[config.mk]
export PLATFORM = sky130hd
export DESIGN_NAME = imm_extend_pipe
export DESIGN_NICKNAME = d
export VERILOG_FILES = /design/src/rtl/imm_extend_pipe.sv
export SDC_FILE = /design/constraint.sdc
export NUM_CORES = 1
export LEC_CHECK = 0
export BUFFER_PORTS_ARGS = -buffer_cell sky130_fd_sc_hd__buf_4
export CORE_MARGIN = 3
export CORE_UTILIZATION = 59
export CTS_CLUSTER_SIZE = 16
export DETAILED_ROUTE_END_ITERATION = 7
export PLACE_DENSITY_LB_ADDON = 0.2
export SETUP_SLACK_MARGIN = 0.02
export SLEW_MARGIN = 40
export SYNTH_ARGS = -nofsm -noshare
export SYNTH_HDL_FRONTEND = slang
export SYNTH_SLANG_ARGS = --single-unit
[constraint.sdc]
create_clock -name clk -period 3.8 [get_ports clk]
set_input_delay 0.19 -clock clk [delete_from_list [all_inputs] [get_ports clk]]
set_output_delay 0.19 -clock clk [all_outputs]
set_load 0.01 [all_outputs]
[src/rtl/imm_extend_pipe.sv]
// Immediate extender feeding a 2-entry skid FIFO: the extension is done on accept,
// so each buffered entry already holds the final OUT_W result and its tag.
module imm_extend_pipe #(
    parameter int IN_W  = 16,
    parameter int OUT_W = 32,
    parameter int TAG_W = 5
) (
    input  logic             clk,
    input  logic             rst,
    input  logic             in_valid,
    output logic             in_ready,
    input  logic [IN_W-1:0]  in_imm,
    input  logic [1:0]       in_mode,
    input  logic [TAG_W-1:0] in_tag,
    input  logic             flush,
    output logic             out_valid,
    input  logic             out_ready,
    output logic [OUT_W-1:0] out_data,
    output logic [TAG_W-1:0] out_tag,
    output logic [1:0]       occupancy
);

    // Handshake: a transfer happens on a rising edge where valid && ready are both high;
    // valid never waits on ready, and in_ready is a register so it never sees out_ready.
    logic [OUT_W-1:0] sext_w;
    logic [OUT_W-1:0] ext_w;

    always_comb begin
        sext_w = {{(OUT_W-IN_W){in_imm[IN_W-1]}}, in_imm};
        case (in_mode)
            2'b00:   ext_w = {{(OUT_W-IN_W){1'b0}}, in_imm};
            2'b01:   ext_w = sext_w;
            2'b10:   ext_w = {in_imm, {(OUT_W-IN_W){1'b0}}};
            default: ext_w = {sext_w[OUT_W-3:0], 2'b00};
        endcase
    end

    logic [OUT_W-1:0] data_q [2];
    logic [TAG_W-1:0] tag_q  [2];
    logic             wr_ptr;
    logic             rd_ptr;
    logic [1:0]       occ_q;
    logic             ready_q;
    logic             push_w;
    logic             pop_w;
    logic [1:0]       occ_next;

    assign out_valid = (occ_q != 2'd0);
    assign push_w    = in_valid && ready_q && !flush;
    assign pop_w     = out_valid && out_ready;

    always_comb begin
        case ({push_w, pop_w})
            2'b10:   occ_next = occ_q + 2'd1;
            2'b01:   occ_next = occ_q - 2'd1;
            default: occ_next = occ_q;
        endcase
    end

    always_ff @(posedge clk) begin
        if (rst) begin
            for (int i = 0; i < 2; i++) begin
                data_q[i] <= '0;
                tag_q[i]  <= '0;
            end
            wr_ptr  <= 1'b0;
            rd_ptr  <= 1'b0;
            occ_q   <= 2'd0;
            ready_q <= 1'b1;
        end else if (flush) begin
            // Entries are left in place; zero occupancy makes them unreachable.
            wr_ptr  <= 1'b0;
            rd_ptr  <= 1'b0;
            occ_q   <= 2'd0;
            ready_q <= 1'b1;
        end else begin
            if (push_w) begin
                data_q[wr_ptr] <= ext_w;
                tag_q[wr_ptr]  <= in_tag;
                wr_ptr         <= ~wr_ptr;
            end
            if (pop_w) begin
                rd_ptr <= ~rd_ptr;
            end
            occ_q   <= occ_next;
            ready_q <= (occ_next != 2'd2);
        end
    end

    assign in_ready  = ready_q;
    assign out_data  = data_q[rd_ptr];
    assign out_tag   = tag_q[rd_ptr];
    assign occupancy = occ_q;

endmodule
==> key figures <==
Outcome
  • Status: completed

Synthesis
  • Largest family of logic cells by synthesized area: simple AND/OR/NAND/NOR gates
  • Xor and xnor area share after synthesis: less than 1%
  • Syn_nets: 322
  • Synth warnings: 0
  • Synth Area in Simple Gates: 13.8%
  • Sequential element share of the synthesized area: 64.1%
  • Cell variety after synth: 34
  • Synth Instances: 293
  • Post-Syn Area: 3650 sq um
  • Adder-Cell Fraction of Synth Area: 0.343%
  • Compound-cell area share of the yosys netlist: 5.24%
  • Synthesized area per cell: 12.5 sq um
  • Portion of netlist area occupied by mux cells: 12.0%
  • #FFs+latches synth: 80

STA
  • Worst Skew: around 0.007 ns
  • Worst Max-Slew Pin Slew: roughly 0.74 ns
  • Final TNS setup: 0 ns
  • Tmin final: 2.32 ns
  • Final Hold Viols: 0
  • Final Max Slew Viols: 0
  • Final setup viols: 0
  • RSZ-0062 raised after global routing: false
  • Fmax: 0.431 GHz
  • Slew Limit Headroom: 50.2%
  • Period utilization: between 60% and 70%

Pwr
  • Leakage: 1.77 nW
  • Worst VDD drop: 0.306 mV
  • Power Dens Cells: 411 nW/um^2
  • Power Total: 1.81 mW

Clock network
  • Clock root buffer: clkbuf_8
  • Hold-fix buffers, CTS: 0
  • CTS tree: yes
  • CTS max path bufs: 2
  • Clock latency at the later pin of the worst-skew pair: roughly 0.34 ns
  • Clock transition at path regs: approximately 0.07 ns
  • Num CTS Buffers: 9
  • Post-CTS sizing: 0
  • Postcts setup bufs: 0
  • CTS sink count: 80
  • H-tree Lvls: 3

Detailed routing
  • Iteration-0 DRC Markers: around 190
  • Final ANT Viol Nets: 0
  • WL final: 7.46 mm
  • DRC violations left: 0
  • Detailed Routing Iterations Pass 1: 4
  • WL per Instance: about 17 um
  • Vias per cell: 5.58
  • Vias: ~2.4k

GRT
  • Pin count of the biggest net entering global routing: 38
  • GR Util All Layers: 22.4%
  • Total gr overflow: 0
  • Initial antenna violation count: 0
  • First-pass GRT wire length: 12.3 mm
  • Vias in the first global route: about 2.5k

Hold path
  • Worst hold path depth: 2
  • Worst Hold Class: input pin to register

Placement
  • Gp weighted congestion: between 0.7 and 0.8
  • DP HPWL: 4.96 mm
  • Placed Cells incl. Taps: 422
  • Placed inst area: 4240 sq um
  • PortBufs: 68

Floorplan
  • Die footprint: 7170 sq um
  • Rows: 28
  • Die Ht: 84.7 um
  • Die Wd: 84.7 um
  • Core Region: ~6000 sq um
  • Ports: between 60 and 70
  • Starting Density: 61.3%

Finish
  • Final #Nets: 387
  • Final std cells w/o fill: 438
  • Commonest non-fill, non-tap cell in the layout: nor2_1
  • Proportion of layout cells with a drive suffix above 1: 35.5%
  • Most frequent cells in the layout: nor2_1 (75), edfxtp_1 (74), buf_4 (70)
  • ANT cells: 0
  • Layout area overhead: 20.9%
  • Design Area, Final: between 4000 and 5000 sq um

Run
  • Max cap viols: 0

Worst setup path
  • Reg2Reg Depth: 5
  • Worst Path Max Fanout: 23
  • Critical Path Sink Type: output port
  • Worst setup SP type: register
  • Worst EP arrival: 2.13 ns
  • Setup CP Type: register to output port
  • Required @ worst endpoint: 3.61 ns
  • R2R Setup Slk: 1.97 ns
## synthesized netlist by cell type
cell	instances	area share, %
nand2b_1	3	0.51
nor2b_1	13	2.2
o21bai_1	1	0.21
or3_1	1	0.17
nand2_2	1	0.17
xor2_1	1	0.24
inv_1	6	0.62
a31o_2	1	0.24
nand3_1	1	0.14
nor3_1	3	0.41
mux2_2	38	12
a21boi_0	1	0.21
mux2i_1	1	0.27
dfxtp_1	6	3.3
and2b_1	3	0.62
or4b_2	1	0.27
o21a_1	1	0.21
nand2_1	3	0.31
buf_6	3	0.92
clkbuf_1	2	0.21
buf_4	3	0.62
nand3b_1	1	0.21
or2_2	1	0.17
clkbuf_2	1	0.14
edfxtp_1	74	61
a21oi_1	29	4.0
nand4b_1	1	0.24
and4bb_2	1	0.34
nor2_1	75	7.7
xnor2_1	2	0.48
and2_1	2	0.34
o21ai_0	3	0.41
ha_1	1	0.34
buf_2	9	1.2
## layout make-up
cell class | instances | area [sq um]
inverters | 6 | 22.5
clock buffers | 11 | 131
repair buffers | 72 | 581
flip-flops and latches | 80 | 2340
well taps | 75 | 93.8
fillers | 428 | 1540
multi-input cells | 189 | 1200
clock inverters | 5 | 47.5
## stage by stage
step	setup WS [ns]	util, %	hold slack, ns
after CTS	1.46	74.1	0.0400
after global placement	1.80	70.0	0.396
final	1.48	74.1	0.0505
after floorplan	1.10	-	0.267
after detailed placement	1.85	71.1	0.406
after global routing	1.37	74.1	0.0368
## where the power goes
part           leakage (nW)  switching [mW]  internal (mW)
Combinational         0.843           0.113          0.103
Sequential            0.831          0.0134           1.00
Clock                0.0922           0.282          0.298
## metal layers
metal  GRT usage [%]  share of wire, %
met1            30.8                41
met2            36.1                52
met3            5.00               5.9
met4            6.76               1.2
met5               0                 0
## cells by family after synthesis
| group | Yosys count |
|---|---|
| adder cells (fa/ha/maj) | 1 |
| AND/OR/NAND/NOR | 110 |
| flip-flops | 80 |
| buffers and inverters | 24 |
| multiplexers | 39 |
| AO/OA/AOI/OAI | 36 |
| XOR/XNOR | 3 |
## final timing paths
check | to | startpoint
worst min-delay path | register | flush
worst max register to register | in_ready | occupancy[1]
worst min register to register | occupancy[0] | occupancy[0]
worst max-delay path | out_data[29] | register
## sequential cells by signal, indices dropped and copies added, names as in the netlist, named ones only
name	flops
rd_ptr	1
data_q	64
wr_ptr	1
tag_q	10
occupancy	2
in_ready	1
## worst max-delay path: stages, from the launching register on
cell	delay [ns]
dfxtp_1	0.80
buf_4	0.44
mux2_2	0.39
buf_4	0.15
(Power assumes the default switching activity.)
